## config.mk

```make
export PLATFORM = sky130hd
export DESIGN_NAME = nms_sequencer_flat
export DESIGN_NICKNAME = d
export VERILOG_FILES = /design/src/rtl/nms_sequencer_if.sv /design/src/rtl/nms_sequencer.sv /design/src/flat_wrapper.sv
export SDC_FILE = /design/constraint.sdc
export NUM_CORES = 1
export LEC_CHECK = 0
export ABC_AREA = 1
export CORE_AREA = 2 2 177 179
export CTS_CLUSTER_DIAMETER = 40
export DETAILED_ROUTE_END_ITERATION = 10
export DIE_AREA = 0 0 179 181
export DONT_BUFFER_PORTS = 1
export GPL_ROUTABILITY_DRIVEN = 1
export SETUP_SLACK_MARGIN = 0.15
export SKIP_LAST_GASP = 1
export SLEW_MARGIN = 20
export SYNTH_ARGS = -nofsm -noshare
export SYNTH_HDL_FRONTEND = slang
export SYNTH_SLANG_ARGS = --single-unit
```

## constraint.sdc

```tcl
create_clock -name clk -period 10.7 [get_ports clk]
set_clock_uncertainty 0.1 [all_clocks]
set_input_delay 0 -clock clk [delete_from_list [all_inputs] [get_ports clk]]
set_output_delay 0 -clock clk [all_outputs]
set_load 0.01 [all_outputs]
```

## src/rtl/nms_sequencer_if.sv

```systemverilog
// rtl/nms_sequencer_if.sv - NMS sequencer register, box-buffer, kept-memory and IoU bus
interface nms_sequencer_if #(
    parameter int BBOX_DATA_WIDTH  = 64,
    parameter int BBOX_IND_WIDTH   = 14,
    parameter int IOU_THRESH_WIDTH = 16,
    parameter int S_WIDTH          = 16,
    parameter int MEM_ADDR_WIDTH   = 10
) ();
    logic                        start;
    logic [BBOX_IND_WIDTH-1:0]   num_pred;
    logic [IOU_THRESH_WIDTH-1:0] iou_thresh;
    logic [S_WIDTH-1:0]          S_thresh;
    logic                        pbox_ren;
    logic [BBOX_IND_WIDTH-1:0]   pbox_raddr;
    logic [BBOX_DATA_WIDTH-1:0]  pred_bbox;
    logic                        keep_ren;
    logic [MEM_ADDR_WIDTH-1:0]   keep_raddr;
    logic [BBOX_DATA_WIDTH-1:0]  keep_rdata;
    logic                        keep_wren;
    logic [BBOX_DATA_WIDTH-1:0]  keep_wdata;
    logic                        iou_req_valid;
    logic                        iou_req_ready;
    logic [BBOX_DATA_WIDTH-1:0]  iou_box_a;
    logic [BBOX_DATA_WIDTH-1:0]  iou_box_b;
    logic                        iou_rsp_valid;
    logic [IOU_THRESH_WIDTH-1:0] iou_rsp_value;
    logic [MEM_ADDR_WIDTH-1:0]   bbox_raddr;
    logic                        num_box_wren;
    logic                        busy;
    logic                        done;
    logic                        overflow;

    modport master (
        input  start, num_pred, iou_thresh, S_thresh, pred_bbox, keep_rdata,
               iou_req_ready, iou_rsp_valid, iou_rsp_value,
        output pbox_ren, pbox_raddr, keep_ren, keep_raddr, keep_wren, keep_wdata,
               iou_req_valid, iou_box_a, iou_box_b, bbox_raddr, num_box_wren,
               busy, done, overflow
    );

    modport slave (
        output start, num_pred, iou_thresh, S_thresh, pred_bbox, keep_rdata,
               iou_req_ready, iou_rsp_valid, iou_rsp_value,
        input  pbox_ren, pbox_raddr, keep_ren, keep_raddr, keep_wren, keep_wdata,
               iou_req_valid, iou_box_a, iou_box_b, bbox_raddr, num_box_wren,
               busy, done, overflow
    );
endinterface

```

## src/rtl/nms_sequencer.sv

```systemverilog
// rtl/nms_sequencer.sv - greedy non-maximum suppression control FSM
module nms_sequencer #(
    parameter int BBOX_DATA_WIDTH  = 64,
    parameter int BBOX_IND_WIDTH   = 14,
    parameter int IOU_THRESH_WIDTH = 16,
    parameter int S_WIDTH          = 16,
    parameter int MEM_ADDR_WIDTH   = 10
) (
    input  logic              clk,
    input  logic              gen_rst,
    nms_sequencer_if.master   bus
);
    localparam logic [MEM_ADDR_WIDTH-1:0] KEEP_MAX = {MEM_ADDR_WIDTH{1'b1}};

    typedef enum logic [3:0] {
        S_IDLE, S_FETCH, S_CHECK, S_KRD, S_REQ, S_WAIT, S_WRITE, S_NEXT, S_FIN
    } state_t;

    state_t                      state_q, state_d;
    logic                        start_q;
    logic [BBOX_IND_WIDTH-1:0]   i_q, i_d, num_pred_q, num_pred_d;
    logic [MEM_ADDR_WIDTH-1:0]   j_q, j_d, count_q, count_d;
    logic [BBOX_DATA_WIDTH-1:0]  cand_q, cand_d, boxb_q, boxb_d;
    logic                        rd_pend_q, rd_pend_d;
    logic [IOU_THRESH_WIDTH-1:0] iou_thr_q, iou_thr_d;
    logic [S_WIDTH-1:0]          s_thr_q, s_thr_d;
    logic                        busy_q, busy_d, done_q, done_d, ovf_q, ovf_d;
    logic                        pbox_ren, keep_ren, keep_wren, iou_req_valid, num_box_wren;

    always_ff @(posedge clk or posedge gen_rst) begin
        if (gen_rst) begin
            state_q    <= S_IDLE;
            start_q    <= 1'b0;
            i_q        <= '0;
            num_pred_q <= '0;
            j_q        <= '0;
            count_q    <= '0;
            cand_q     <= '0;
            boxb_q     <= '0;
            rd_pend_q  <= 1'b0;
            iou_thr_q  <= '0;
            s_thr_q    <= '0;
            busy_q     <= 1'b0;
            done_q     <= 1'b0;
            ovf_q      <= 1'b0;
        end else begin
            state_q    <= state_d;
            start_q    <= bus.start;
            i_q        <= i_d;
            num_pred_q <= num_pred_d;
            j_q        <= j_d;
            count_q    <= count_d;
            cand_q     <= cand_d;
            boxb_q     <= boxb_d;
            rd_pend_q  <= rd_pend_d;
            iou_thr_q  <= iou_thr_d;
            s_thr_q    <= s_thr_d;
            busy_q     <= busy_d;
            done_q     <= done_d;
            ovf_q      <= ovf_d;
        end
    end

    always_comb begin
        state_d       = state_q;
        i_d           = i_q;
        num_pred_d    = num_pred_q;
        j_d           = j_q;
        count_d       = count_q;
        cand_d        = cand_q;
        boxb_d        = boxb_q;
        rd_pend_d     = rd_pend_q;
        iou_thr_d     = iou_thr_q;
        s_thr_d       = s_thr_q;
        busy_d        = busy_q;
        done_d        = done_q;
        ovf_d         = ovf_q;
        pbox_ren      = 1'b0;
        keep_ren      = 1'b0;
        keep_wren     = 1'b0;
        iou_req_valid = 1'b0;
        num_box_wren  = 1'b0;
        case (state_q)
            S_IDLE: begin
                if (bus.start && !start_q) begin
                    num_pred_d = bus.num_pred;
                    iou_thr_d  = bus.iou_thresh;
                    s_thr_d    = bus.S_thresh;
                    count_d    = '0;
                    i_d        = '0;
                    done_d     = 1'b0;
                    ovf_d      = 1'b0;
                    busy_d     = 1'b1;
                    state_d    = (bus.num_pred == '0) ? S_FIN : S_FETCH;
                end
            end
            S_FETCH: begin
                pbox_ren = 1'b1;
                state_d  = S_CHECK;
            end
            S_CHECK: begin
                cand_d = bus.pred_bbox;
                if (bus.pred_bbox[BBOX_DATA_WIDTH-1 -: S_WIDTH] < s_thr_q) begin
                    state_d = S_NEXT;
                end else if (count_q == KEEP_MAX) begin
                    ovf_d   = 1'b1;
                    state_d = S_NEXT;
                end else if (count_q == '0) begin
                    state_d = S_WRITE;
                end else begin
                    j_d     = '0;
                    state_d = S_KRD;
                end
            end
            S_KRD: begin
                keep_ren  = 1'b1;
                rd_pend_d = 1'b1;
                state_d   = S_REQ;
            end
            S_REQ: begin
                // Kept word arrives in the first REQ cycle; capture it so box_b holds through a stall.
                iou_req_valid = 1'b1;
                if (rd_pend_q) begin
                    boxb_d    = bus.keep_rdata;
                    rd_pend_d = 1'b0;
                end
                if (bus.iou_req_ready) state_d = S_WAIT;
            end
            S_WAIT: begin
                if (bus.iou_rsp_valid) begin
                    if (bus.iou_rsp_value > iou_thr_q) begin
                        state_d = S_NEXT;
                    end else if (j_q == count_q - 1'b1) begin
                        state_d = S_WRITE;
                    end else begin
                        j_d     = j_q + 1'b1;
                        state_d = S_KRD;
                    end
                end
            end
            S_WRITE: begin
                keep_wren = 1'b1;
                count_d   = count_q + 1'b1;
                state_d   = S_NEXT;
            end
            S_NEXT: begin
                if (i_q == num_pred_q - 1'b1) begin
                    state_d = S_FIN;
                end else begin
                    i_d     = i_q + 1'b1;
                    state_d = S_FETCH;
                end
            end
            S_FIN: begin
                num_box_wren = 1'b1;
                done_d       = 1'b1;
                busy_d       = 1'b0;
                state_d      = S_IDLE;
            end
            default: state_d = S_IDLE;
        endcase
    end

    assign bus.pbox_ren      = pbox_ren;
    assign bus.pbox_raddr    = i_q;
    assign bus.keep_ren      = keep_ren;
    assign bus.keep_raddr    = j_q;
    assign bus.keep_wren     = keep_wren;
    assign bus.keep_wdata    = cand_q;
    assign bus.iou_req_valid = iou_req_valid;
    assign bus.iou_box_a     = cand_q;
    assign bus.iou_box_b     = rd_pend_q ? bus.keep_rdata : boxb_q;
    assign bus.bbox_raddr    = count_q;
    assign bus.num_box_wren  = num_box_wren;
    assign bus.busy          = busy_q;
    assign bus.done          = done_q;
    assign bus.overflow      = ovf_q;
endmodule
```

## src/flat_wrapper.sv

```systemverilog
// flat-port wrapper written by rule: the top's interface ports become plain ports
module nms_sequencer_flat 
#(
    parameter int BBOX_DATA_WIDTH  = 64,
    parameter int BBOX_IND_WIDTH   = 14,
    parameter int IOU_THRESH_WIDTH = 16,
    parameter int S_WIDTH          = 16,
    parameter int MEM_ADDR_WIDTH   = 10
)
  (clk, gen_rst, bus_start, bus_num_pred, bus_iou_thresh, bus_S_thresh, bus_pred_bbox, bus_keep_rdata, bus_iou_req_ready, bus_iou_rsp_valid, bus_iou_rsp_value, bus_pbox_ren, bus_pbox_raddr, bus_keep_ren, bus_keep_raddr, bus_keep_wren, bus_keep_wdata, bus_iou_req_valid, bus_iou_box_a, bus_iou_box_b, bus_bbox_raddr, bus_num_box_wren, bus_busy, bus_done, bus_overflow);
  nms_sequencer_if #(.BBOX_DATA_WIDTH(BBOX_DATA_WIDTH), .BBOX_IND_WIDTH(BBOX_IND_WIDTH), .IOU_THRESH_WIDTH(IOU_THRESH_WIDTH), .S_WIDTH(S_WIDTH), .MEM_ADDR_WIDTH(MEM_ADDR_WIDTH)) bus_i ();
  input  logic clk;
  input  logic gen_rst;
  input wire logic [$bits(bus_i.start)-1:0] bus_start;
  input wire logic [$bits(bus_i.num_pred)-1:0] bus_num_pred;
  input wire logic [$bits(bus_i.iou_thresh)-1:0] bus_iou_thresh;
  input wire logic [$bits(bus_i.S_thresh)-1:0] bus_S_thresh;
  input wire logic [$bits(bus_i.pred_bbox)-1:0] bus_pred_bbox;
  input wire logic [$bits(bus_i.keep_rdata)-1:0] bus_keep_rdata;
  input wire logic [$bits(bus_i.iou_req_ready)-1:0] bus_iou_req_ready;
  input wire logic [$bits(bus_i.iou_rsp_valid)-1:0] bus_iou_rsp_valid;
  input wire logic [$bits(bus_i.iou_rsp_value)-1:0] bus_iou_rsp_value;
  output wire logic [$bits(bus_i.pbox_ren)-1:0] bus_pbox_ren;
  output wire logic [$bits(bus_i.pbox_raddr)-1:0] bus_pbox_raddr;
  output wire logic [$bits(bus_i.keep_ren)-1:0] bus_keep_ren;
  output wire logic [$bits(bus_i.keep_raddr)-1:0] bus_keep_raddr;
  output wire logic [$bits(bus_i.keep_wren)-1:0] bus_keep_wren;
  output wire logic [$bits(bus_i.keep_wdata)-1:0] bus_keep_wdata;
  output wire logic [$bits(bus_i.iou_req_valid)-1:0] bus_iou_req_valid;
  output wire logic [$bits(bus_i.iou_box_a)-1:0] bus_iou_box_a;
  output wire logic [$bits(bus_i.iou_box_b)-1:0] bus_iou_box_b;
  output wire logic [$bits(bus_i.bbox_raddr)-1:0] bus_bbox_raddr;
  output wire logic [$bits(bus_i.num_box_wren)-1:0] bus_num_box_wren;
  output wire logic [$bits(bus_i.busy)-1:0] bus_busy;
  output wire logic [$bits(bus_i.done)-1:0] bus_done;
  output wire logic [$bits(bus_i.overflow)-1:0] bus_overflow;
  assign bus_i.start = bus_start;
  assign bus_i.num_pred = bus_num_pred;
  assign bus_i.iou_thresh = bus_iou_thresh;
  assign bus_i.S_thresh = bus_S_thresh;
  assign bus_i.pred_bbox = bus_pred_bbox;
  assign bus_i.keep_rdata = bus_keep_rdata;
  assign bus_i.iou_req_ready = bus_iou_req_ready;
  assign bus_i.iou_rsp_valid = bus_iou_rsp_valid;
  assign bus_i.iou_rsp_value = bus_iou_rsp_value;
  assign bus_pbox_ren = bus_i.pbox_ren;
  assign bus_pbox_raddr = bus_i.pbox_raddr;
  assign bus_keep_ren = bus_i.keep_ren;
  assign bus_keep_raddr = bus_i.keep_raddr;
  assign bus_keep_wren = bus_i.keep_wren;
  assign bus_keep_wdata = bus_i.keep_wdata;
  assign bus_iou_req_valid = bus_i.iou_req_valid;
  assign bus_iou_box_a = bus_i.iou_box_a;
  assign bus_iou_box_b = bus_i.iou_box_b;
  assign bus_bbox_raddr = bus_i.bbox_raddr;
  assign bus_num_box_wren = bus_i.num_box_wren;
  assign bus_busy = bus_i.busy;
  assign bus_done = bus_i.done;
  assign bus_overflow = bus_i.overflow;
  nms_sequencer #(.BBOX_DATA_WIDTH(BBOX_DATA_WIDTH), .BBOX_IND_WIDTH(BBOX_IND_WIDTH), .IOU_THRESH_WIDTH(IOU_THRESH_WIDTH), .S_WIDTH(S_WIDTH), .MEM_ADDR_WIDTH(MEM_ADDR_WIDTH)) u_core (.clk(clk), .gen_rst(gen_rst), .bus(bus_i));
endmodule
```

==> results of run 1 <==
[power by group]
| part | internal, W | total (W) | switching (W) |
|---|---|---|---|
| Sequential | 0.00116 | 0.00157 | 0.000408 |
| Clock | 0.000835 | 0.00129 | 0.000455 |
| Combinational | 0.000486 | 0.00152 | 0.00103 |
[registers in the layout, indices dropped and copies added, names as in the netlist]
register,count
u_core.boxb_q,64
u_core.bus.bbox_raddr,10
u_core.bus.busy,1
u_core.bus.done,1
u_core.bus.iou_box_a,64
u_core.bus.keep_raddr,10
u_core.bus.overflow,1
u_core.bus.pbox_raddr,14
u_core.iou_thr_q,16
u_core.num_pred_q,14
u_core.rd_pend_q,1
u_core.s_thr_q,16
u_core.start_q,1
u_core.state_q,4
[synth_stat cells (all sizes together) (3+ instances only)]
cell,instances,area (µm²)
a21oi,18,90.09
buf,78,561.8
clkbuf,49,204.0
dfrtp,217,5430
ha,36,450.4
inv,202,758.2
nand2,572,2175
nand3,43,242.7
nand3b,3,22.52
nand4,23,143.9
nor2,93,441.7
nor3,8,51.30
nor4,6,37.54
o21ai,203,1057
xnor2,9,78.83
xor2,23,201.4
[final timing paths]
kind                                            end
max                        u_core.bus.keep_raddr[0]
min in group asynchronous         u_core.boxb_q[41]
max reg2reg                u_core.bus.keep_raddr[0]
min reg2reg                        u_core.rd_pend_q
min                         u_core.bus.iou_box_a[5]
max in group asynchronous         u_core.state_q[2]
[worst min-delay path, cell delays in order]
cell	delay (ns)
sky130_fd_sc_hd__dlygate4sd3_1	0.52
sky130_fd_sc_hd__nand2_1	0.05
sky130_fd_sc_hd__nand2_1	0.05
[layout make-up]
| cell class | instances | share of cell area |
|---|---|---|
| antenna | 8 | 0.001329 |
| clock buffer | 47 | 0.07445 |
| clock inverter | 29 | 0.01861 |
| inverter | 203 | 0.05127 |
| multi-input combinational | 1052 | 0.3393 |
| sequential | 217 | 0.3607 |
| tap | 396 | 0.03290 |
| timing repair buffer | 183 | 0.1215 |
[cells by family after synthesis]
group / count (synthesis)
simple gates: 754
xor+xnor: 32
compound gates: 230
fa+ha+maj: 36
flops: 217
buf+inv: 330
[per-layer routing]
layer | share of wire | routed length (µm) | global-route usage
met5 | 0 | 0 | 0
met4 | 0.045 | 1559 | 0.1034
met3 | 0.067 | 2313 | 0.05429
met2 | 0.49 | 16880 | 0.3565
met1 | 0.40 | 13560 | 0.2349
[per-stage QoR]
| step | cell area, µm² | total power, W | std cells | hold slack [ns] |
|---|---|---|---|---|
| 2_1_floorplan | 12060 | 0.002839 | 1599 | -0.06857 |
| 3_3_place_gp | 11840 | 0.002981 | 1872 | -0.06763 |
| 3_5_place_dp | 11840 | 0.003030 | 1872 | -0.06765 |
| 4_1_cts | 15030 | 0.004406 | 2127 | 0.009529 |
| 5_1_grt | 15060 | 0.004746 | 2134 | 0.02516 |
| 6_report | 15060 | 0.004378 | 2135 | 0.04022 |
==> results.md, run 1 <==
Run status:
- The run finished with clean final reports.

Synthesis:
- The post-synthesis cell area is 12,060 µm².
- Synthesis inferred 217 register bits.
- The share of synthesized area occupied by flip-flops and latches is 0.4503.
- The average cell area after synthesis is 7.542 µm².
- The number of flops mapped to enable cells by yosys is 0.
- The synthesis warning total is 0.
- Counting every instance in the synthesized netlist gives 1,599.
- Among all flip-flop cells after synthesis, the most frequent one is sky130_fd_sc_hd__dfrtp_1.
- The number of nets handed over by synthesis was 1,830.
- The share of the synthesized netlist area taken by xor and xnor gates is 0.02324.
- The synthesized-area fraction occupied by ao, oa, aoi and oai cells is 0.1006.
- The distinct cell type count of the synthesized netlist is 45.
- In the synthesized netlist the async set-or-reset flop fraction comes to 1.000.
- The synthesized-area fraction occupied by and/or/nand/nor cells is 0.2618.
- By area, the combinational part of the netlist is dominated by simple AND/OR/NAND/NOR gates.
- The portion of synthesized area spent on multiplexers is 0.
- Of the total synthesized cell area, the portion taken by full adders, half adders and majority gates is 0.03735.

GRT:
- The via count of the first global-routing pass is 10,620.
- In the global route stage, overall resource usage came out at 0.2071.
- The maximum number of pins on one net before global-route repair is 141.
- The initial antenna violation count came to 7.
- The first global-routing pass estimated 53,790 µm of wire.
- The total overflow reported by the global router is 0.

Clocking:
- The maximum clock insertion buffer count is 3.
- The CTS buffer count is 42.
- The number of setup buffers added after CTS is 0.
- The clock transition time at the flip-flop clock pins of the worst setup and hold paths is 0.06 ns.
- The total of cells resized after clock tree synthesis is 0.
- The TritonCTS sink count is 217.
- At the later pin of the worst-skew pair, clock insertion delay measures 0.51 ns.
- The count of hold buffers inserted by post-cts repair is 179.
- The cell at the root of the clock tree is sky130_fd_sc_hd__clkbuf_16.
- The CTS tree is done.
- The H-tree level count is 2.

Finish:
- Once layout is complete, the utilization of the core stands at 0.4962.
- In the final design database the tool counted 1,930 nets.
- The number of filler cells placed in the layout is 2,849.
- The library cell used most frequently in the layout, excluding fill and tap cells, is sky130_fd_sc_hd__nand2_1.
- The library cells used most frequently in the layout, excluding fill and tap cells, are sky130_fd_sc_hd__nand2_1 (563), sky130_fd_sc_hd__dfrtp_1 (216), sky130_fd_sc_hd__o21ai_0 (191), sky130_fd_sc_hd__inv_1 (184), sky130_fd_sc_hd__dlygate4sd3_1 (179).
- The area growth from synthesis to layout is 24.87%.
- Of the cells placed in the final design, the portion with a size suffix greater than 1 is 0.08203.
- Summing all flip-flop and latch instances after layout gives 5431 µm².
- Summing all multi-input logic gate instances after layout gives 5109 µm².

Timing:
- The maximum clock frequency is 248.0 MHz.
- Setup repair after global routing left no endpoint under its margin.
- The final number of hold-violating endpoints was 0.
- The post-layout minimum cycle time is 4.033 ns.
- The slew at the pin closest to its max-slew limit is 1.034 ns.
- The part of the cycle the worst path needs is 0.3769.
- The final number of max-transition violations is 0.
- The worst-case headroom to the max-slew limit is 0.3108.
- The setup violation total in the final timing report is 0.
- After layout, the worst setup slack is 6.667 ns.
- The setup TNS is 0 ns.

Flow run:
- The number of maximum-capacitance violations is 0.

Critical path:
- The largest stage delay on the critical path is 1.02 ns.
- The largest individual stage delay along the critical path comes from the cell sky130_fd_sc_hd__clkinv_2.
- Walking the worst path, the cells encountered are nor2_1 > inv_2 > nor2_8 > clkinv_2 > a31oi_1 > nor2_1 > nor2_1 > nand2_2 > nor2_8 > inv_1 > nand2_1 > nand2_1.
- The worst path arrival time is 4.33 ns.
- The most critical setup path has its startpoint at u_core.state_q[3].
- STA classifies the critical path endpoint as a register.
- The type of the worst setup path is reg -> reg.
- The startpoint identified for the worst register-to-register timing path is u_core.state_q[3].
- Counting stages on the worst path, the most repeated cell is sky130_fd_sc_hd__nor2_1.
- For the worst setup path, the data required time is 11.00 ns.
- The kind of start point of the critical path is a register.
- In this run the worst path has a maximum fanout of 68.
- The kind of cell with the highest combined delay along the critical path is simple AND/OR/NAND/NOR gates.
- Measured in cells, the most critical reg-to-reg path has a length of 12.
- The number of buffer and inverter instances along the worst setup path is 3.
- The critical path depth in cells is 12.
- The slack of the worst reg-to-reg path is 6.67 ns.

Detailed routing:
- The initial DRC count is 596.
- Wires add up to 34,320 µm.
- The routed via count is 10,590.
- The number of iterations in the first detailed-routing pass is 4.
- The detailed-route wire length per cell is 16.07 µm.
- The detail route stage leaves a number of antenna-violating nets equal to 0.
- In the routed layout, each cell is associated on average with a via count of 4.961.
- After detailed routing, the number of remaining DRC violations is 0.

Min path:
- The hold path startpoint is bus_pred_bbox[5].
- The path class of the lowest-slack min-delay path is in -> reg.
- The worst hold path depth is 3.

Die:
- The initial utilization of the core area, before any placement, comes to 0.3973.
- Row generation in the floorplan step produced 64 rows.
- The floorplan step set the die width to 179 µm.
- The overall die area is 32,400 µm².
- The number of ports placed on the die boundary is 429.
- The height of the chip is 181 µm.
- The floorplan step defined a core boundary enclosing 30,350 µm².

Placed design:
- The count of buffers inserted at the top-level ports is 0.
- The wire-length estimate of the detail-placed layout is 23,170 µm.
- At the end of routability-driven placement, the weighted congestion stood at 0.8246.
- The worst setup slack before clock tree synthesis is 7.048 ns.

Power and ir drop:
- The leakage dissipation is 7.339 nW.
- The worst-case IR drop observed on VDD is 154.5 µV.
- The power density normalized to cell area is 290.7 nW/µm².
No activity file was read; power rests on OpenSTA's default activity.
==> inputs of run 2 (changes only) <==
ABC_AREA = 0   (was 1)
CORE_AREA = 2 2 174 176   (was 2 2 177 179)
DIE_AREA = 0 0 176 178   (was 0 0 179 181)
clock period = 3.7 ns   (was 10.7 ns; I/O delays follow)
==> results.md, run 2 <==
Run status:
- Outcome: completed (unchanged).

Synthesis:
- Largest cells by area after synthesis: sky130_fd_sc_hd__dfrtp_1 (47%), sky130_fd_sc_hd__mux2_2 (12%), sky130_fd_sc_hd__nand2_1 (9.8%), sky130_fd_sc_hd__buf_4 (4.1%), sky130_fd_sc_hd__ha_1 (3.9%) (was sky130_fd_sc_hd__dfrtp_1 (45%), sky130_fd_sc_hd__nand2_1 (18%), sky130_fd_sc_hd__o21ai_0 (7.9%), sky130_fd_sc_hd__inv_1 (5.8%), sky130_fd_sc_hd__buf_4 (4.0%)).
- Top post-synthesis cells by count: sky130_fd_sc_hd__nand2_1 (304), sky130_fd_sc_hd__dfrtp_1 (217), sky130_fd_sc_hd__mux2_2 (128) (was sky130_fd_sc_hd__nand2_1 (563), sky130_fd_sc_hd__dfrtp_1 (217), sky130_fd_sc_hd__o21ai_0 (191)).
- The flip-flop and latch count after synthesis is 217 (unchanged).
- The dominant synthesized flop cell is sky130_fd_sc_hd__dfrtp_1 (unchanged).
- The distinct cell type count of the synthesized netlist is 69 (was 45).
- The synthesis warning total is 0 (unchanged).
- The share of synthesized area occupied by flip-flops and latches is 0.4682 (was 0.4503).
- The post-synthesis cell type with the largest combined area is sky130_fd_sc_hd__dfrtp_1 (unchanged).
- The net count of the mapped netlist is 1,417 (was 1,830).
- The number of instances in the synthesized netlist was 1,186 (was 1,599).
- The most instantiated library cell after synthesis is sky130_fd_sc_hd__nand2_1 (unchanged).
- The number of flops mapped to enable cells by yosys is 0 (unchanged).
- The post-synthesis cell area was 11,600 µm² (was 12,060 µm²).
- The fraction of registers with async set or reset after synthesis came to 1.000 (unchanged).
- The average cell area after synthesis was 9.780 µm² (was 7.542 µm²).
- The fraction of synthesized cell area taken by the top area cell type came to 0.4682 (was 0.4503).

GRT:
- The initial antenna violation count was 1 (was 7).
- The global routing usage summed across all routing layers is 0.1879 (was 0.2071).
- The met1 track utilization from global routing came to 0.2170 (was 0.2349).
- The met2 demand-to-capacity share in global routing is 0.3350 (was 0.3565).
- The via count of the first global-routing pass is 9,021 (was 10,620).
- The maximum number of pins on one net before global-route repair was 134 (was 141).
- The global-route wire length before repair is 47,380 µm (was 53,790 µm).
- The total overflow reported by the global router was 0 (unchanged).
- The highest-utilization routing layer at the global route stage was met2 (unchanged).
- The routing usage on met3 was 0.06223 (was 0.05429).

Die:
- The count of standard-cell rows is 63 (was 64).
- The overall die area is 31,330 µm² (was 32,400 µm²).
- The die extent in x is 176 µm (was 179 µm).
- The initial cell density of the core was 0.3945 (was 0.3973).
- The number of ports placed on the die boundary is 429 (unchanged).
- The placeable core region is 29,400 µm² (was 30,350 µm²).
- The height of the chip is 178 µm (was 181 µm).

Clocking:
- The buffers inserted during post-CTS setup optimization came to 0 (unchanged).
- The H-tree level count is 2 (unchanged).
- The cell at the root of the clock tree is sky130_fd_sc_hd__clkbuf_16 (unchanged).
- The CTS tree is done (unchanged).
- The TritonCTS sink count is 217 (unchanged).
- The CTS buffer count came to 38 (was 42).
- The clock transition time at the flip-flop clock pins of the worst setup and hold paths is 0.05 ns (was 0.06 ns).
- The total of cells resized after clock tree synthesis came to 0 (unchanged).
- The maximum clock insertion buffer count is 3 (unchanged).
- The insertion delay of the later-clocked pin in the worst-skew pair is 0.50 ns (was 0.51 ns).

Detailed routing:
- The initial DRC count is 431 (was 596).
- The post-detailed-route DRC marker count was 0 (unchanged).
- The number of iterations in the first detailed-routing pass was 5 (was 4).
- The sum of routed wire length over all layers is 30,490 µm (was 34,320 µm).
- The via density per instance is 5.148 (was 4.961).
- The detailed-route wire length per cell was 17.79 µm (was 16.07 µm).
- The remaining antenna violation count is 0 (unchanged).
- The routed via count was 8,824 (was 10,590).

Finish:
- The total area of multi-input combinational cells is 5289 µm² (was 5109 µm²).
- The share of the core filled with cells was 0.4969 (was 0.4962).
- The signed area change from the synthesized netlist to the final layout came to 25.95% (was 24.87%).
- Leading cell types in the layout, fill and taps excluded: sky130_fd_sc_hd__nand2_1 (303), sky130_fd_sc_hd__dfrtp_1 (216), sky130_fd_sc_hd__dlygate4sd3_1 (179), sky130_fd_sc_hd__mux2_2 (128), sky130_fd_sc_hd__o21ai_0 (59) (was sky130_fd_sc_hd__nand2_1 (563), sky130_fd_sc_hd__dfrtp_1 (216), sky130_fd_sc_hd__o21ai_0 (191), sky130_fd_sc_hd__inv_1 (184), sky130_fd_sc_hd__dlygate4sd3_1 (179)).
- The sequential standard cell area was 5431 µm² (unchanged).
- The fraction of final layout cells sized beyond drive strength 1 is 0.1746 (was 0.08203).
- The number of filler cells placed in the layout is 2,566 (was 2,849).
- The commonest non-fill, non-tap cell in the layout is sky130_fd_sc_hd__nand2_1 (unchanged).
- The number of nets in the layout was 1,527 (was 1,930).
- The post-layout instance count excluding filler cells is 1,714 (was 2,135).

Power and ir drop:
- The clock network power share came to 0.283 (was 0.295).
- The share of total power in sequential cells is 0.379 (was 0.358).
- The power density normalized to cell area was 873.3 nW/µm² (was 290.7 nW/µm²).
- The net load switching power came to 0.004981 W (was 0.001897 W).
- The peak ir drop on the vdd network is 498.9 µV (was 154.5 µV).
- The switching power share of the total is 0.3904 (was 0.4333).
- The leakage dissipation came to 6.718 nW (was 7.339 nW).
- The cell internal power dissipation came to 0.007777 W (was 0.002481 W).
- The combinational share of power is 0.338 (was 0.347).
- The power consumption is 0.01276 W (was 0.004378 W).

Critical path:
- The slack of the worst reg-to-reg path is 0.50 ns (was 6.67 ns).
- The critical path data required time is 3.99 ns (was 11.00 ns).
- The number of cells traversed by the worst register-to-register path is 10 (was 12).
- The endpoint of the worst-slack reg-to-reg timing path is u_core.bus.keep_raddr[1] (was u_core.bus.keep_raddr[0]).
- The worst path arrival time is 3.49 ns (was 4.33 ns).
- The startpoint of the most critical register-to-register path is u_core.bus.bbox_raddr[0] (was u_core.state_q[3]).
- The largest fanout on the critical path is 11 (was 68).
- The type of the worst setup path was reg -> reg (unchanged).
- The kind of start point of the critical path is a register (unchanged).
- The endpoint class of the critical path is a register (unchanged).

Timing:
- The setup TNS came to 0 ns (unchanged).
- The final number of max-transition violations is 0 (unchanged).
- The post-layout minimum cycle time is 3.201 ns (was 4.033 ns).
- The maximum clock frequency is 312.4 MHz (was 248.0 MHz).
- The final number of hold-violating endpoints is 0 (unchanged).
- The part of the cycle the worst path needs came to 0.8652 (was 0.3769).
- The setup violation total in the final timing report is 0 (unchanged).
- The worst-case headroom to the max-slew limit was 0.3622 (was 0.3108).
- The slew at the pin closest to its max-slew limit came to 0.9568 ns (was 1.034 ns).
- Unrepaired setup endpoints after global routing: no (unchanged).

Flow run:
- The number of maximum-capacitance violations is 0 (unchanged).

Placed design:
- The number of placed instances, taps included is 1,467 (was 1,872).
- The count of buffers inserted at the top-level ports is 0 (unchanged).
- The post-DP HPWL is 20,190 µm (was 23,170 µm).
- The routability-driven placement congestion ratio was 0.8005 (was 0.8246).

Min path:
- The path class of the lowest-slack min-delay path is in -> async (was in -> reg).
[run 2: cell count changes in the layout (fill, tap and decap cells not counted), sizes merged, moves of 16 or more]
cell / delta
o21ai: -139
nor2: -62
nand2: -268
and3: +16
inv: -160
nand3: -25
mux2: +128
nand2b: +17
[run 2: area by class of cell]
class                   instances  share of cell area
flip-flops and latches        217              0.3718
multi-input cells             804              0.3620
repair buffers                189              0.1295
clock buffers                  45             0.06972
well taps                     390             0.03340
clock inverters                22             0.02124
inverters                      46             0.01216
diodes                          1           0.0001713
[run 2: worst max-delay path by stage]
stage                     depth (start not counted)                  endpoint                      from
after floorplan                                   1          u_core.boxb_q[0]                   gen_rst
after global routing                             10  u_core.bus.keep_raddr[1]  u_core.bus.bbox_raddr[0]
after CTS                                        10  u_core.bus.keep_raddr[1]  u_core.bus.bbox_raddr[0]
after global placement                           10  u_core.bus.keep_raddr[1]  u_core.bus.bbox_raddr[0]
after detailed placement                         10  u_core.bus.keep_raddr[1]  u_core.bus.bbox_raddr[0]
final                                            10  u_core.bus.keep_raddr[1]  u_core.bus.bbox_raddr[0]
[run 2: power by group through the flow]
stage	Clock [W]	Combinational, W	Sequential (W)
final	0.00361	0.00431	0.00484
after global routing	0.00383	0.00481	0.00502
after CTS	0.00370	0.00430	0.00483
after detailed placement	0	0.00414	0.00484
after global placement	0	0.00401	0.00481
after floorplan	0	0.00425	0.00425
[run 2: critical path, stage by stage, from the launching register on]
cell	delay (ns)
sky130_fd_sc_hd__dfrtp_1	0.50
sky130_fd_sc_hd__inv_1	0.13
sky130_fd_sc_hd__ha_1	0.20
sky130_fd_sc_hd__or3b_1	0.49
sky130_fd_sc_hd__xnor2_1	0.17
sky130_fd_sc_hd__a31oi_1	0.16
sky130_fd_sc_hd__o32ai_1	0.10
sky130_fd_sc_hd__o2111ai_1	0.35
sky130_fd_sc_hd__nand4b_2	0.37
sky130_fd_sc_hd__o31a_2	0.31
sky130_fd_sc_hd__a21o_1	0.20
[run 2: repair_timing]
item,4_1_cts,5_1_grt
hold buffers,179,0
endpoints found under the hold margin,406,0
endpoints found under the setup margin,0,0
[run 2: routing by layer]
layer	share of wire	vias to the layer above
met5	0	-
met4	0.017	0
met3	0.087	41
met2	0.50	358
met1	0.39	4249
li1	-	4176
[run 2: cells by family after synthesis]
kind of cell,share of synthesized area
DFF,0.4682
adders and majority gates,0.03883
muxes,0.1346
xor gates and xnor gates,0.02265
buffers and inverters,0.07659
and+or+nand+nor,0.1824
AOI/OAI and AO/OA,0.07670
[run 2: through the flow]
step                      worst slack [ns]  instance area, µm²  hold WS, ns
after floorplan                     0.7739               11600     -0.06857
after detailed placement            0.5273               11480     -0.06736
after CTS                           0.5083               14610      0.01880
final                               0.4989               14610      0.02867
after global routing                0.2963               14610      0.03379
after global placement              0.5814               11480     -0.06736
==> inputs of run 3 (changes only) <==
REMOVE_ABC_BUFFERS = 1   (was default)
clock period = 2.9 ns   (was 3.7 ns; I/O delays follow)
==> results.md, run 3 (same netlist as run 2, synthesis figures left out) <==
Power and ir drop:
- The power consumption came to 0.01629 W (was 0.01276 W).
- The peak ir drop on the vdd network is 675.1 µV (was 498.9 µV).
- The combinational share of power is 0.367 (was 0.338).
- The leakage dissipation is 6.802 nW (was 6.718 nW).
- The share of total power in sequential cells is 0.379 (about the same).
- The net load switching power was 0.006555 W (was 0.004981 W).
- The switching power share of the total was 0.4025 (was 0.3904).
- The power density normalized to cell area is 1103 nW/µm² (was 873.3 nW/µm²).
- The cell internal power dissipation is 0.009732 W (was 0.007777 W).
- The clock network power share came to 0.254 (was 0.283).

Clocking:
- The insertion delay of the later-clocked pin in the worst-skew pair was 0.52 ns (was 0.50 ns).
- The H-tree level count is 2 (unchanged).
- The CTS buffer count is 36 (was 38).
- The maximum clock insertion buffer count is 3 (unchanged).
- The TritonCTS sink count came to 217 (unchanged).
- The clock transition time at the flip-flop clock pins of the worst setup and hold paths is 0.05 ns (about the same).
- The cell at the root of the clock tree was sky130_fd_sc_hd__clkbuf_16 (unchanged).
- The CTS tree was done (unchanged).

Run status:
- Outcome: finished with violations (was completed).
- The checks that failed: negative hold slack.

Finish:
- The number of filler cells placed in the layout is 2,627 (was 2,566).
- The number of nets in the layout is 1,550 (was 1,527).
- Leading cell types in the layout, fill and taps excluded: sky130_fd_sc_hd__nand2_1 (303), sky130_fd_sc_hd__dfrtp_1 (215), sky130_fd_sc_hd__dlygate4sd3_1 (179), sky130_fd_sc_hd__mux2_2 (128), sky130_fd_sc_hd__o21ai_0 (59) (was sky130_fd_sc_hd__nand2_1 (303), sky130_fd_sc_hd__dfrtp_1 (216), sky130_fd_sc_hd__dlygate4sd3_1 (179), sky130_fd_sc_hd__mux2_2 (128), sky130_fd_sc_hd__o21ai_0 (59)).
- The signed area change from the synthesized netlist to the final layout is 27.28% (was 25.95%).
- The total area of multi-input combinational cells is 5325 µm² (was 5289 µm²).
- The commonest non-fill, non-tap cell in the layout was sky130_fd_sc_hd__nand2_1 (unchanged).
- The fraction of final layout cells sized beyond drive strength 1 came to 0.1902 (was 0.1746).
- The sequential standard cell area is 5433 µm² (was 5431 µm²).

Timing:
- The part of the cycle the worst path needs is 0.9115 (was 0.8652).
- The worst hold slack across all endpoints is -0.03097 ns (was 0.02867 ns).
- The worst-case headroom to the max-slew limit came to 0.5583 (was 0.3622).
- The setup violation total in the final timing report is 0 (unchanged).
- The final number of max-transition violations came to 0 (unchanged).
- The maximum clock frequency came to 378.3 MHz (was 312.4 MHz).
- The slew at the pin closest to its max-slew limit is 0.6625 ns (was 0.9568 ns).
- Unrepaired setup endpoints after global routing: no (unchanged).
- The final worst-path setup slack is 0.2568 ns (was 0.4989 ns).
- The final number of hold-violating endpoints was 18 (was 0).
- The post-layout minimum cycle time is 2.643 ns (was 3.201 ns).

Min path:
- The path class of the lowest-slack min-delay path is in -> async (unchanged).

Die:
- The count of standard-cell rows is 63 (unchanged).
- The number of ports placed on the die boundary is 429 (unchanged).
- The height of the chip is 178 µm (unchanged).
- The placeable core region came to 29,400 µm² (unchanged).
- The overall die area came to 31,330 µm² (unchanged).
- The die extent in x came to 176 µm (unchanged).
- The initial cell density of the core was 0.3945 (unchanged).

Critical path:
- The worst path arrival time is 2.98 ns (was 3.49 ns).
- The number of buffer and inverter instances along the worst setup path was 2 (was 1).
- The launching element of the worst setup path was u_core.bus.bbox_raddr[0] (unchanged).
- The endpoint class of the critical path is a register (unchanged).
- Cell breakdown of the critical path: buf_4 > or4_4 > nor4_4 > xnor2_1 > nor4b_2 > o2111ai_2 > buf_4 > nor2b_1 > o211ai_1 > a21o_1 (was inv_1 > ha_1 > or3b_1 > xnor2_1 > a31oi_1 > o32ai_1 > o2111ai_1 > nand4b_2 > o31a_2 > a21o_1).
- The kind of cell adding the most delay to the critical path is simple AND/OR/NAND/NOR gates (was compound AO/OA/AOI/OAI gates).
- The endpoint of the worst-slack reg-to-reg timing path is u_core.state_q[2] (was u_core.bus.keep_raddr[1]).
- The kind of start point of the critical path is a register (unchanged).
- The number of cells traversed by the worst register-to-register path is 10 (unchanged).
- The critical path data required time is 3.24 ns (was 3.99 ns).
- The startpoint of the most critical register-to-register path is u_core.bus.bbox_raddr[0] (unchanged).
- The cell with the largest stage delay on the worst path is sky130_fd_sc_hd__or4_4 (was sky130_fd_sc_hd__dfrtp_1).
- The critical path's most frequent cell is sky130_fd_sc_hd__buf_4.
- The largest stage delay on the critical path is 0.56 ns (was 0.50 ns).
- The slack of the worst reg-to-reg path came to 0.26 ns (was 0.50 ns).
- The largest fanout on the critical path was 8 (was 11).
- The type of the worst setup path is reg -> reg (unchanged).

GRT:
- The global routing usage summed across all routing layers is 0.2134 (was 0.1879).
- The total overflow reported by the global router is 0 (unchanged).
- The global-route wire length before repair came to 52,180 µm (was 47,380 µm).
- The routing usage on met3 is 0.06969 (was 0.06223).
- The via count of the first global-routing pass is 9,246 (was 9,021).
- The initial antenna violation count is 2 (was 1).
- The met2 demand-to-capacity share in global routing is 0.3757 (was 0.3350).
- The met1 track utilization from global routing was 0.2437 (was 0.2170).
- The maximum number of pins on one net before global-route repair was 88 (was 134).
- The highest-utilization routing layer at the global route stage is met2 (unchanged).

Placed design:
- The worst setup slack before clock tree synthesis is 0.1476 ns (was 0.5273 ns).
- The post-DP HPWL is 23,010 µm (was 20,190 µm).
- The routability-driven placement congestion ratio is 0.8283 (was 0.8005).
- The count of buffers inserted at the top-level ports is 0 (unchanged).

Detailed routing:
- The routed via count came to 8,970 (was 8,824).
- The sum of routed wire length over all layers is 34,110 µm (was 30,490 µm).
- The detailed-route wire length per cell came to 19.64 µm (was 17.79 µm).
- The number of iterations in the first detailed-routing pass is 5 (unchanged).
- The remaining antenna violation count was 0 (unchanged).
- The initial DRC count is 387 (was 431).
- The via density per instance is 5.164 (was 5.148).
- The post-detailed-route DRC marker count came to 0 (unchanged).

Flow run:
- The number of maximum-capacitance violations is 0 (unchanged).
run 3: cell type report:
class,instances,area share
Antenna cell,1,0.0001695
Clock buffer,47,0.06729
Clock inverter,18,0.01237
Inverter,46,0.01220
Multi-Input combinational cell,804,0.3607
Sequential cell,217,0.3680
Tap cell,390,0.03305
Timing Repair Buffer,214,0.1462
run 3: timing repair:
item | in CTS | in global routing
setup buffers | 1 | 6
hold buffers | 179 | 0
gates resized for setup | 0 | 9
setup endpoints to repair | 4 | 24
pin swaps | 1 | 5
endpoints found under the hold margin | 409 | 0
run 3: worst max-delay path by stage:
stage                                    end  slack (ns)  depth (start not counted)
floorplan           u_core.bus.keep_raddr[0]       -3.42                          5
global placement    u_core.bus.pbox_raddr[5]        0.20                          8
detailed placement  u_core.bus.pbox_raddr[5]        0.15                          8
CTS                 u_core.bus.keep_raddr[9]        0.19                         11
global route        u_core.bus.pbox_raddr[6]        0.11                          9
finish                     u_core.state_q[2]        0.26                         10
run 3: metrics by stage:
stage / cell area (µm²) / util / instances / TNS [ns]
finish: 14760 / 0.5021 / 1737 / 0
CTS: 14670 / 0.4991 / 1730 / 0
global route: 14760 / 0.5021 / 1737 / 0
floorplan: 10880 / - / 1067 / -942.35
detailed placement: 11690 / 0.3975 / 1485 / 0
global placement: 11690 / 0.3975 / 1485 / 0
run 3: power groups by stage:
| stage | logic (W) | clock network, W | registers, W |
|---|---|---|---|
| global route | 0.00664 | 0.00438 | 0.00636 |
| global placement | 0.00549 | 0 | 0.00614 |
| floorplan | 0.00430 | 0 | 0.00585 |
| detailed placement | 0.00561 | 0 | 0.00618 |
| finish | 0.00597 | 0.00414 | 0.00618 |
| CTS | 0.00588 | 0.00423 | 0.00615 |
run 3: worst register-to-register path: stages (launching register included):
cell and delay (ns):
sky130_fd_sc_hd__dfrtp_1 0.37, sky130_fd_sc_hd__buf_4 0.17, sky130_fd_sc_hd__or4_4 0.56, sky130_fd_sc_hd__nor4_4 0.16, sky130_fd_sc_hd__xnor2_1 0.11, sky130_fd_sc_hd__nor4b_2 0.31
sky130_fd_sc_hd__o2111ai_2 0.19, sky130_fd_sc_hd__buf_4 0.17, sky130_fd_sc_hd__nor2b_1 0.12, sky130_fd_sc_hd__o211ai_1 0.18, sky130_fd_sc_hd__a21o_1 0.13
run 3: per-layer routing:
metal / up-vias / wire (µm)
li1: 4213 / -
met1: 4320 / 13190
met2: 362 / 16780
met3: 73 / 3003
met4: 2 / 1132
met5: - / 13
